--- src/rtl/pipe_hazard_ctrl.sv ---
// ---------------------------------------------------------------------------
// pipe_hazard_ctrl
//
// Hazard and HI/LO sequencing control for a classic 5-stage pipeline.
//
// The block detects two kinds of hazard:
//   - load-use: the ID instruction reads a register that a load in EX writes.
//   - HI/LO: the ID instruction touches HI/LO, or starts a new multiply or
//     divide, while the HI/LO unit is still working.
// A hazard stalls PC and IF/ID and inserts a bubble into ID/EX. A branch
// taken in EX flushes IF/ID instead, and this overrides any stall in the same
// cycle.
//
// The HI/LO unit is a small FSM (IDLE / MUL / DIV) with a down-counter. The
// counter holds the remaining cycles minus one. md_done is high during the
// last cycle of an operation, and a new operation may be accepted in that
// same cycle so that two operations run back-to-back.
//
// Parameters
//   MUL_CYCLES    total cycles of a MULT/MULTU (1..63)
//   DIV_CYCLES    total cycles of a DIV/DIVU   (1..63)
//
// Ports
//   clk           clock, rising edge
//   rst           asynchronous, active-low reset
//   id_rs/id_rt   source register numbers of the ID instruction
//   id_uses_rs/rt ID instruction reads rs / rt
//   id_uses_hilo  ID instruction is MFHI/MFLO/MTHI/MTLO
//   id_md_start   ID instruction is MULT/MULTU/DIV/DIVU
//   id_md_is_div  qualifies id_md_start: 1 = divide, 0 = multiply
//   ex_memrd      EX instruction is a load
//   ex_wa         destination register of the EX instruction
//   ex_br_taken   branch/jump resolved taken in EX
//   stall_if/id   hold PC and IF/ID
//   bubble_ex     insert NOP into ID/EX
//   flush_id      replace IF/ID with NOP
//   md_busy       HI/LO unit occupied
//   md_done       last cycle of the current operation (HI/LO write enable)
//   md_cnt        remaining cycles of the current operation, minus one
//   stall_cycles  saturating count of cycles with stall_id = 1
// ---------------------------------------------------------------------------
module pipe_hazard_ctrl #(
    parameter int MUL_CYCLES = 4,
    parameter int DIV_CYCLES = 32
) (
    input  logic        clk,
    input  logic        rst,
    input  logic [4:0]  id_rs,
    input  logic [4:0]  id_rt,
    input  logic        id_uses_rs,
    input  logic        id_uses_rt,
    input  logic        id_uses_hilo,
    input  logic        id_md_start,
    input  logic        id_md_is_div,
    input  logic        ex_memrd,
    input  logic [4:0]  ex_wa,
    input  logic        ex_br_taken,
    output logic        stall_if,
    output logic        stall_id,
    output logic        bubble_ex,
    output logic        flush_id,
    output logic        md_busy,
    output logic        md_done,
    output logic [5:0]  md_cnt,
    output logic [15:0] stall_cycles
);

    typedef enum logic [1:0] {
        ST_IDLE = 2'd0,
        ST_MUL  = 2'd1,
        ST_DIV  = 2'd2
    } state_e;

    localparam logic [5:0] MUL_LOAD = 6'(MUL_CYCLES - 1);
    localparam logic [5:0] DIV_LOAD = 6'(DIV_CYCLES - 1);

    state_e      state_q, state_d;
    logic [5:0]  md_cnt_q, md_cnt_d;
    logic [15:0] stall_cycles_q, stall_cycles_d;

    logic busy;
    logic done;
    logic load_use;
    logic hilo_haz;
    logic stall;
    logic accept;

    // Hazard detection and issue decision.
    always_comb begin
        busy     = (state_q != ST_IDLE);
        // The last cycle has no hazard: the HI/LO write and any MFHI/MFLO
        // read in ID are forwarded downstream.
        done     = busy && (md_cnt_q == 6'd0);
        load_use = ex_memrd && (ex_wa != 5'd0) &&
                   ((id_uses_rs && (id_rs == ex_wa)) ||
                    (id_uses_rt && (id_rt == ex_wa)));
        hilo_haz = busy && !done && (id_uses_hilo || id_md_start);
        // A taken branch squashes the ID instruction, so it must not stall
        // and must not start a wrong-path multiply or divide.
        stall    = !ex_br_taken && (load_use || hilo_haz);
        accept   = id_md_start && !stall && !ex_br_taken && (!busy || done);
    end

    // Next-state logic for the HI/LO FSM and the stall counter.
    always_comb begin
        // NOTE: every signal gets a default first, so no path leaves it
        // unassigned and no latch is inferred.
        state_d        = state_q;
        md_cnt_d       = md_cnt_q;
        stall_cycles_d = stall_cycles_q;

        if (accept) begin
            // This also covers the back-to-back case, where the new
            // operation is loaded in the done cycle of the previous one.
            state_d  = id_md_is_div ? ST_DIV : ST_MUL;
            md_cnt_d = id_md_is_div ? DIV_LOAD : MUL_LOAD;
        end else if (done) begin
            state_d  = ST_IDLE;
            md_cnt_d = 6'd0;
        end else if (busy) begin
            md_cnt_d = md_cnt_q - 6'd1;
        end

        if (stall && (stall_cycles_q != 16'hFFFF)) begin
            stall_cycles_d = stall_cycles_q + 16'd1;
        end
    end

    // NOTE: sequential state uses non-blocking assignments. All flops update
    // together at the edge, so no flop sees another flop's new value early.
    always_ff @(posedge clk or negedge rst) begin
        if (!rst) begin
            state_q        <= ST_IDLE;
            md_cnt_q       <= 6'd0;
            stall_cycles_q <= 16'd0;
        end else begin
            state_q        <= state_d;
            md_cnt_q       <= md_cnt_d;
            stall_cycles_q <= stall_cycles_d;
        end
    end

    assign stall_if     = stall;
    assign stall_id     = stall;
    assign bubble_ex    = stall;
    assign flush_id     = ex_br_taken;
    assign md_busy      = busy;
    assign md_done      = done;
    assign md_cnt       = md_cnt_q;
    assign stall_cycles = stall_cycles_q;

endmodule

--- config.mk ---
export PLATFORM = sky130hd
export DESIGN_NAME = pipe_hazard_ctrl
export DESIGN_NICKNAME = d
export VERILOG_FILES = /design/src/rtl/pipe_hazard_ctrl.sv
export SDC_FILE = /design/constraint.sdc
export NUM_CORES = 1
export LEC_CHECK = 0
export BUFFER_PORTS_ARGS = -buffer_cell sky130_fd_sc_hd__clkbuf_2
export CORE_ASPECT_RATIO = 0.9
export CORE_MARGIN = 3
export CORE_UTILIZATION = 33
export CTS_CLUSTER_SIZE = 40
export DETAILED_ROUTE_END_ITERATION = 16
export SYNTH_ARGS = -nofsm -noshare
export SYNTH_HDL_FRONTEND = slang
export SYNTH_SLANG_ARGS = --single-unit
--- constraint.sdc ---
create_clock -name clk -period 3.1 [get_ports clk]
set_input_delay 0.31 -clock clk [delete_from_list [all_inputs] [get_ports clk]]
set_output_delay 0.31 -clock clk [all_outputs]
set_load 0.005 [all_outputs]
==> impl_results.md, run 1 <==
* Run status: finished, final reports clean
* Number of synthesized flops with an enable pin at 0
* Initial detailed-routing violation count at 62
* Flop and latch count out of synthesis at 24
* Overflow left after global routing at 0
* Number of distinct library cells after synthesis at 36
* Worst Setup Slack post-DPL at 0.789 ns
* Setup skew after layout at 0.00609 ns
* IO Count at 52
* Total half-perimeter wirelength after legalization and detailed placement at 2.47 mm
* Clock tree from TritonCTS: built
* Area leader, netlist: sky130_fd_sc_hd__dfrtp_1
* Antenna diode count at 0
* Largest vdd supply drop at 0.449 mV
* Final Wtd Congestion at 0.771
* Yosys synthesis warning count at 0
* Post-route cell area at 0.00173 sq mm
* Remaining number of nets flagged by the antenna check after routing at 0
* Total net switching power at 0.000269 W
* Latest clock arrival within the worst-skew pair at 0.27 ns
* Net count of the mapped netlist at 167
* First-pass GRT wire length at 5.15 mm
* Area of the mapped netlist at 0.00138 sq mm
* Cell count after synthesis at 141
* Total wirelength of the detailed-routed design at 3.17 mm
* Vias in the first global route at 1111
* DIE WIDTH at 74.0 um
* Clock buffers created by TritonCTS at 3
* Critical Path Fanout Max at 16
* Total negative slack for setup checks at 0 ns
* Most frequent standard cell in the layout excluding fill and tap cells: sky130_fd_sc_hd__clkbuf_2
* Leading cell types in the layout, fill and taps excluded: sky130_fd_sc_hd__clkbuf_2, sky130_fd_sc_hd__dfrtp_1, sky130_fd_sc_hd__xor2_1
* Fraction of registers with async set/reset at 100%
* Number of port buffers at 51
* Filler cells at 400
* Worst setup path category: reg -> reg
* Post-layout instance count excluding filler cells at 238
* Max stage delay cell, worst path: sky130_fd_sc_hd__a211o_2
* Worst-case setup margin in the final layout at 0.763 ns
* Buffers from clock root to sink, at most at 2
* Crit-path cells: inv_1, ha_1, nor3b_1, a211o_1, a32o_1, a211o_2, nor4_1, xor2_1
* Most used DFF post-synth: sky130_fd_sc_hd__dfrtp_1
* Largest net degree at the start of global routing at 25
* # rows at 21
* Clk Tree Root Cell: sky130_fd_sc_hd__clkbuf_8
* Slew headroom at 59.4%
* Initial cell density of the core at 35.6%
* Sequential fraction of the synthesis area at 43.7%
* Share of power burned in combinational logic at 22.5%
* Initial antenna violation count at 0
* Net count, final at 219
* Worst hold slack across all endpoints at 0.0395 ns
* Number of H-tree branching levels at 1
* Worst setup EP type: flop
* Hold-fix buffers, CTS at 0
* Overall Global Routing Usage at 13.1%
* Final worst path period share at 75.4%
* # clock sinks at 24
* RSZ-0062 raised after global routing: false
* Die height at 67.2 um
* Post-CTS clock slew at the launch and capture registers of the worst setup and hold paths at 0.08 ns
* Final Hold Fails at 0
* Max-Cap Viols at 0
* Layout-stage area growth over the synthesis result at 25.5%
* Kind of start point of the critical path: flop
* Worst path top cell family by delay: compound AO/OA/AOI/OAI gates
* DRC violations left at 0
* Max-slew violation total from the final report at 0
* Fmax at 0.428 GHz
* Switching part of the total power at 29.2%
* Routed wire length per instance at 13.3 um
* Post-CTS setup buffer count at 0
* Via count at 1195
* Core outline area at 0.00386 sq mm
* Internal power component at 0.000651 W
* Time the worst path needs with I/O delays and setup at 2.34 ns
* Clock power frac at 29.9%
* Post-cts repair resize count at 0
* Worst slew pin tran at 0.609 ns
* 1st-pass router iterations at 5
* Fraction of final layout cells sized beyond drive strength 1 at 31.8%
* DIE AREA at 0.00498 sq mm
* Post-synthesis average cell area at 9.75 sq um
* Required time reported for the critical path endpoint at 3.29 ns
* Inst Count DP at 234
* Leakage dissipation at 0.845 nW
* Finish-stage setup viols at 0
* Reg power frac at 47.6%
* Power density over cell area at 533 mW/mm^2
* Average vias per placed instance at 5.02
* Path class of the lowest-slack min-delay path: in -> async
* CP peak stage delay at 0.46 ns
* Most area-consuming cells after synthesis: sky130_fd_sc_hd__dfrtp_1, sky130_fd_sc_hd__xor2_1, sky130_fd_sc_hd__xnor2_1
* Fraction of post-synthesis cell area in the top cell type by area at 43.7%
* Worst path buffer plus inverter count at 1
* Placed standard-cell area at 0.00165 sq mm
* Worst endpoint data arrival time at 2.53 ns
[power by group through the flow]
| stage | combinational, W | clock, W | sequential, W |
|---|---|---|---|
| floorplan | 0.000113 | 0 | 0.000436 |
| global placement | 0.000209 | 0 | 0.000444 |
| detailed placement | 0.000210 | 0 | 0.000444 |
| CTS | 0.000211 | 0.000282 | 0.000439 |
| global route | 0.000238 | 0.000299 | 0.000453 |
| finish | 0.000207 | 0.000275 | 0.000438 |
[flip-flops by register name (all words and copies together) (netlist names)]
name,cells
stall_cycles,16
md_cnt,6
state_q,2
[through the flow]
step	power [W]	util [%]
floorplan	0.000549	-
global placement	0.000653	42.8
detailed placement	0.000654	42.8
CTS	0.000932	44.7
global route	0.000989	44.7
finish	0.000920	44.7
[cells in the mapped netlist (3+ instances only)]
cell                       instances
sky130_fd_sc_hd__dfrtp_1          24
sky130_fd_sc_hd__xor2_1           18
sky130_fd_sc_hd__nor3_2            3
sky130_fd_sc_hd__nor3_1            5
sky130_fd_sc_hd__nor4_1            3
sky130_fd_sc_hd__o21ai_0           3
sky130_fd_sc_hd__inv_1             8
sky130_fd_sc_hd__nor2_1           11
sky130_fd_sc_hd__and3_1            3
sky130_fd_sc_hd__xnor2_1           7
sky130_fd_sc_hd__nand3_1           9
sky130_fd_sc_hd__o211ai_1          3
sky130_fd_sc_hd__buf_4             3
sky130_fd_sc_hd__nand2_1          12
[cell type report]
class	instances	area [sq um]	share of cell area, %
Clock buffer	3	41.3	2.39
Sequential cell	24	601	34.8
Inverter	8	30.0	1.74
Timing Repair Buffer	51	255	14.8
Multi-Input combinational cell	105	711	41.2
Tap cell	46	57.6	3.34
Clock inverter	1	30.0	1.74
[path summary, 6_finish.rpt]
check                                  start          endpoint  slack [ns]  depth (start not counted)
worst max-delay path               md_cnt[0]  stall_cycles[14]        0.76                          8
worst min-delay path                     rst         md_cnt[5]        0.04                          1
worst max register to register     md_cnt[0]  stall_cycles[14]        0.76                          8
worst min register to register    state_q[1]        state_q[1]        0.49                          2
max in group asynchronous                rst         md_cnt[4]        2.67                          1
min in group clk                id_md_is_div        state_q[0]        0.27                          2
[routing by layer]
metal,vias up,track usage [%],routed length (um)
met5,-,0,0
met4,0,1.36,7
met3,2,3.13,217
met2,45,20.7,1450
met1,554,18.7,1500
li1,594,-,-
[worst register-to-register path: stages (launching register included)]
cell	delay, ns
sky130_fd_sc_hd__dfrtp_1	0.41
sky130_fd_sc_hd__inv_1	0.06
sky130_fd_sc_hd__ha_1	0.20
sky130_fd_sc_hd__nor3b_1	0.17
sky130_fd_sc_hd__a211o_1	0.29
sky130_fd_sc_hd__a32o_1	0.21
sky130_fd_sc_hd__a211o_2	0.46
sky130_fd_sc_hd__nor4_1	0.29
sky130_fd_sc_hd__xor2_1	0.17
[cells by family (layout without fill, tap and decap cells)]
logic type	after synthesis	in the layout	share of synthesized area, %
adders and majority gates	2	2	1.82
DFF	24	24	43.7
xor gates and xnor gates	25	25	15.9
AOI/OAI and AO/OA	16	16	8.46
and+or+nand+nor	61	61	24.4
muxes	1	1	1.09
buffers and inverters	12	63	4.64
(Power assumes the default switching activity.)
==> run 2: changes to the inputs <==
--- a/config.mk
+++ b/config.mk
@@ -5,6 +5,7 @@
 export SDC_FILE = /design/constraint.sdc
 export NUM_CORES = 1
 export LEC_CHECK = 0
+export ABC_AREA = 1
 export BUFFER_PORTS_ARGS = -buffer_cell sky130_fd_sc_hd__clkbuf_2
 export CORE_ASPECT_RATIO = 0.9
 export CORE_MARGIN = 3
==> constraint.sdc (replaced) <==
create_clock -name clk -period 2 [get_ports clk]
set_input_delay 0.2 -clock clk [delete_from_list [all_inputs] [get_ports clk]]
set_output_delay 0.2 -clock clk [all_outputs]
set_load 0.005 [all_outputs]
==> run 2 against run 1 <==
Compared with the run above: via count is 40% higher; setup slack lost 0.73 ns; count of clock-buffer cells in the layout up 1; combinational power rose to 5.9 times the previous value; synthesized cell count up 75%; sequential power grew 70%; critical path type is now reg -> out; largest cell class unchanged; highest routed layer unchanged.
==> impl_results.md, run 2 <==
* Number of port buffers at 51
* Kind of start point of the critical path: flop
* Register cell area after layout at 601 sq um
* Vias in the first global route at 1480
* Average vias per placed instance at 4.50
* Most frequent standard cell in the layout excluding fill and tap cells: sky130_fd_sc_hd__nand2_1
* Net count of the mapped netlist at 273
* Filler cells at 490
* Worst endpoint data arrival time at 1.77 ns
* Number of distinct library cells after synthesis at 29
* DRC violations left at 0
* Multiplexer fraction of the synthesized cell area at 0%
* Final Wtd Congestion at 0.881
* Area share of xor/xnor cells in the synthesized design at 8.86%
* Most used DFF post-synth: sky130_fd_sc_hd__dfrtp_1
* Worst path buffer plus inverter count at 4
* Finish-stage setup viols at 0
* Most frequent cell on the critical path: sky130_fd_sc_hd__nand2_2
* Post-synthesis average cell area at 7.20 sq um
* Remaining number of nets flagged by the antenna check after routing at 0
* Area share of and/or/nand/nor cells after synthesis at 32.8%
* Max-slew violation total from the final report at 0
* Footprint of the multi-input gates at 970 sq um
* Path class of the lowest-slack min-delay path: in -> reg
* # rows at 24
* Fraction of final layout cells sized beyond drive strength 1 at 32.9%
* CP peak stage delay at 0.41 ns
* Worst slew pin tran at 0.606 ns
* Buffers from clock root to sink, at most at 2
* Count leader, synth: sky130_fd_sc_hd__nand2_1
* Total half-perimeter wirelength after legalization and detailed placement at 3.10 mm
* Max stage delay cell, worst path: sky130_fd_sc_hd__dfrtp_1
* Worst-case setup margin in the final layout at 0.0300 ns
* 1st-pass router iterations at 6
* Post-CTS clock slew at the launch and capture registers of the worst setup and hold paths at 0.08 ns
* Number of synthesized flops with an enable pin at 0
* Number of H-tree branching levels at 1
* Synth Area in Compound Gates at 9.63%
* Placed standard-cell area at 0.00208 sq mm
* Largest net degree at the start of global routing at 32
* Clock tree from TritonCTS: built
* Core outline area at 0.00501 sq mm
* Net count, final at 334
* Post-synthesis adder-cell area fraction at 1.41%
* Flop and latch count out of synthesis at 24
* Dominant combinational cell family by area after synthesis: simple AND/OR/NAND/NOR gates
* Cell count after synthesis at 247
* Initial cell density of the core at 35.5%
* Max-Cap Viols at 0
* Final worst path period share at 98.5%
* Largest vdd supply drop at 0.484 mV
* Worst Setup Slack post-DPL at -0.0166 ns
* Power density over cell area at 1040 mW/mm^2
* Antenna diode count at 0
* RSZ-0062 raised after global routing: true
* Initial detailed-routing violation count at 147
* IO Count at 52
* # clock sinks at 24
* Overall power after layout at 0.00231 W
* Post-route cell area at 0.00222 sq mm
* Required time reported for the critical path endpoint at 1.80 ns
* Run status: finished, final reports clean
* Crit-path cells: inv_2, ha_4, nand2_2, nor2_2, nand2_2, nand2_2, inv_4, o21ai_4, nand2_2, nand2_2, inv_2, clkbuf_2
* Die height at 75.7 um
* Via count at 1674
* Most area-consuming cells after synthesis: sky130_fd_sc_hd__dfrtp_1, sky130_fd_sc_hd__nand2_1, sky130_fd_sc_hd__inv_1
* Critical Path Fanout Max at 4
* Slew headroom at 59.6%
* Area of the mapped netlist at 0.00178 sq mm
* Leakage dissipation at 1.20 nW
* Routed wire length per instance at 11.0 um
* DIE AREA at 0.00631 sq mm
* Synth top cells by count: sky130_fd_sc_hd__nand2_1, sky130_fd_sc_hd__inv_1, sky130_fd_sc_hd__dfrtp_1
* Worst setup path category: reg -> out
* Leading cell types in the layout, fill and taps excluded: sky130_fd_sc_hd__nand2_1, sky130_fd_sc_hd__clkbuf_2, sky130_fd_sc_hd__inv_1
* Latest clock arrival within the worst-skew pair at 0.27 ns
* Overall Global Routing Usage at 13.0%
* Fmax at 0.508 GHz
* Worst path top cell family by delay: simple AND/OR/NAND/NOR gates
* Area leader, netlist: sky130_fd_sc_hd__dfrtp_1
* Final Hold Fails at 0
* Clock buffers created by TritonCTS at 3
* Total wirelength of the detailed-routed design at 4.11 mm
* DIE WIDTH at 83.4 um
* Layout-stage area growth over the synthesis result at 24.9%
* First-pass GRT wire length at 6.80 mm
* Number of flip-flops in the largest register at 16
* Time the worst path needs with I/O delays and setup at 1.97 ns
* Setup skew after layout at 0.00629 ns
* Fraction of post-synthesis cell area in the top cell type by area at 33.8%
* Yosys synthesis warning count at 0
* Initial antenna violation count at 0
* Sequential fraction of the synthesis area at 33.8%
* Clk Tree Root Cell: sky130_fd_sc_hd__clkbuf_8
* Fraction of registers with async set/reset at 100%
* Overflow left after global routing at 0
* Worst setup EP type: output port
[run 2: stage by stage]
step | std cells | hold WS (ns) | util (%) | TNS, ns
4_1_cts | 369 | 0.307 | 43.3 | 0
6_report | 372 | 0.335 | 44.3 | 0
2_1_floorplan | 247 | -0.0956 | - | 0
3_5_place_dp | 361 | 0.249 | 41.4 | -0.0553
3_3_place_gp | 361 | 0.243 | 41.4 | 0
5_1_grt | 372 | 0.340 | 44.3 | -0.320
[run 2: logic make-up after synthesis]
kind of cell | Yosys count
AOI/OAI and AO/OA | 21
and+or+nand+nor | 130
DFF | 24
buffers and inverters | 52
xor gates and xnor gates | 18
adders and majority gates | 2
[run 2: report_power, final]
| part | internal (W) | switching (W) | total, W | leakage, nW |
|---|---|---|---|---|
| logic | 0.000545 | 0.000685 | 0.00123 | 0.849 |
| registers | 0.000615 | 0.000131 | 0.000746 | 0.317 |
| clock network | 0.000176 | 0.000160 | 0.000336 | 0.0288 |
| total | 0.00134 | 0.000977 | 0.00231 | 1.20 |
[run 2: final cells by class]
class	count	area share (%)
tap	65	3.66
inverter	46	7.88
clock buffer	4	2.48
multi-input combinational	171	43.6
timing repair buffer	62	15.3
sequential	24	27.0
[run 2: final timing paths]
check / start / end / slack (ns) / depth (start not counted)
max: md_cnt[1] / stall_id / 0.03 / 12
min: id_md_is_div / state_q[1] / 0.33 / 3
max reg2reg: md_cnt[1] / state_q[0] / 0.12 / 10
min reg2reg: state_q[1] / state_q[1] / 0.54 / 2
max in group asynchronous: rst / stall_cycles[1] / 1.14 / 2
min in group asynchronous: rst / stall_cycles[13] / 0.46 / 2
[run 2: worst min-delay path: cells and delay by family]
family                 cells  cell delay (ns)
and+or+nand+nor            2             0.29
buffers and inverters      1             0.08
[run 2: routing by layer]
layer,vias to the layer above,global-route usage [%],share of wire [%]
met5,-,0,0
met4,0,4.72,1.6
met3,5,1.51,3.4
met2,41,22.7,49
met1,755,17.0,46
li1,873,-,-
[run 2: what timing repair did]
action | 4_1_cts | 5_1_grt
hold buffers | 1 | 0
buffers inserted | 3 | 3
pin swaps | 1 | 4
setup endpoints to repair | 17 | 20
endpoints found under the hold margin | 24 | 0
resized for setup | 2 | 10
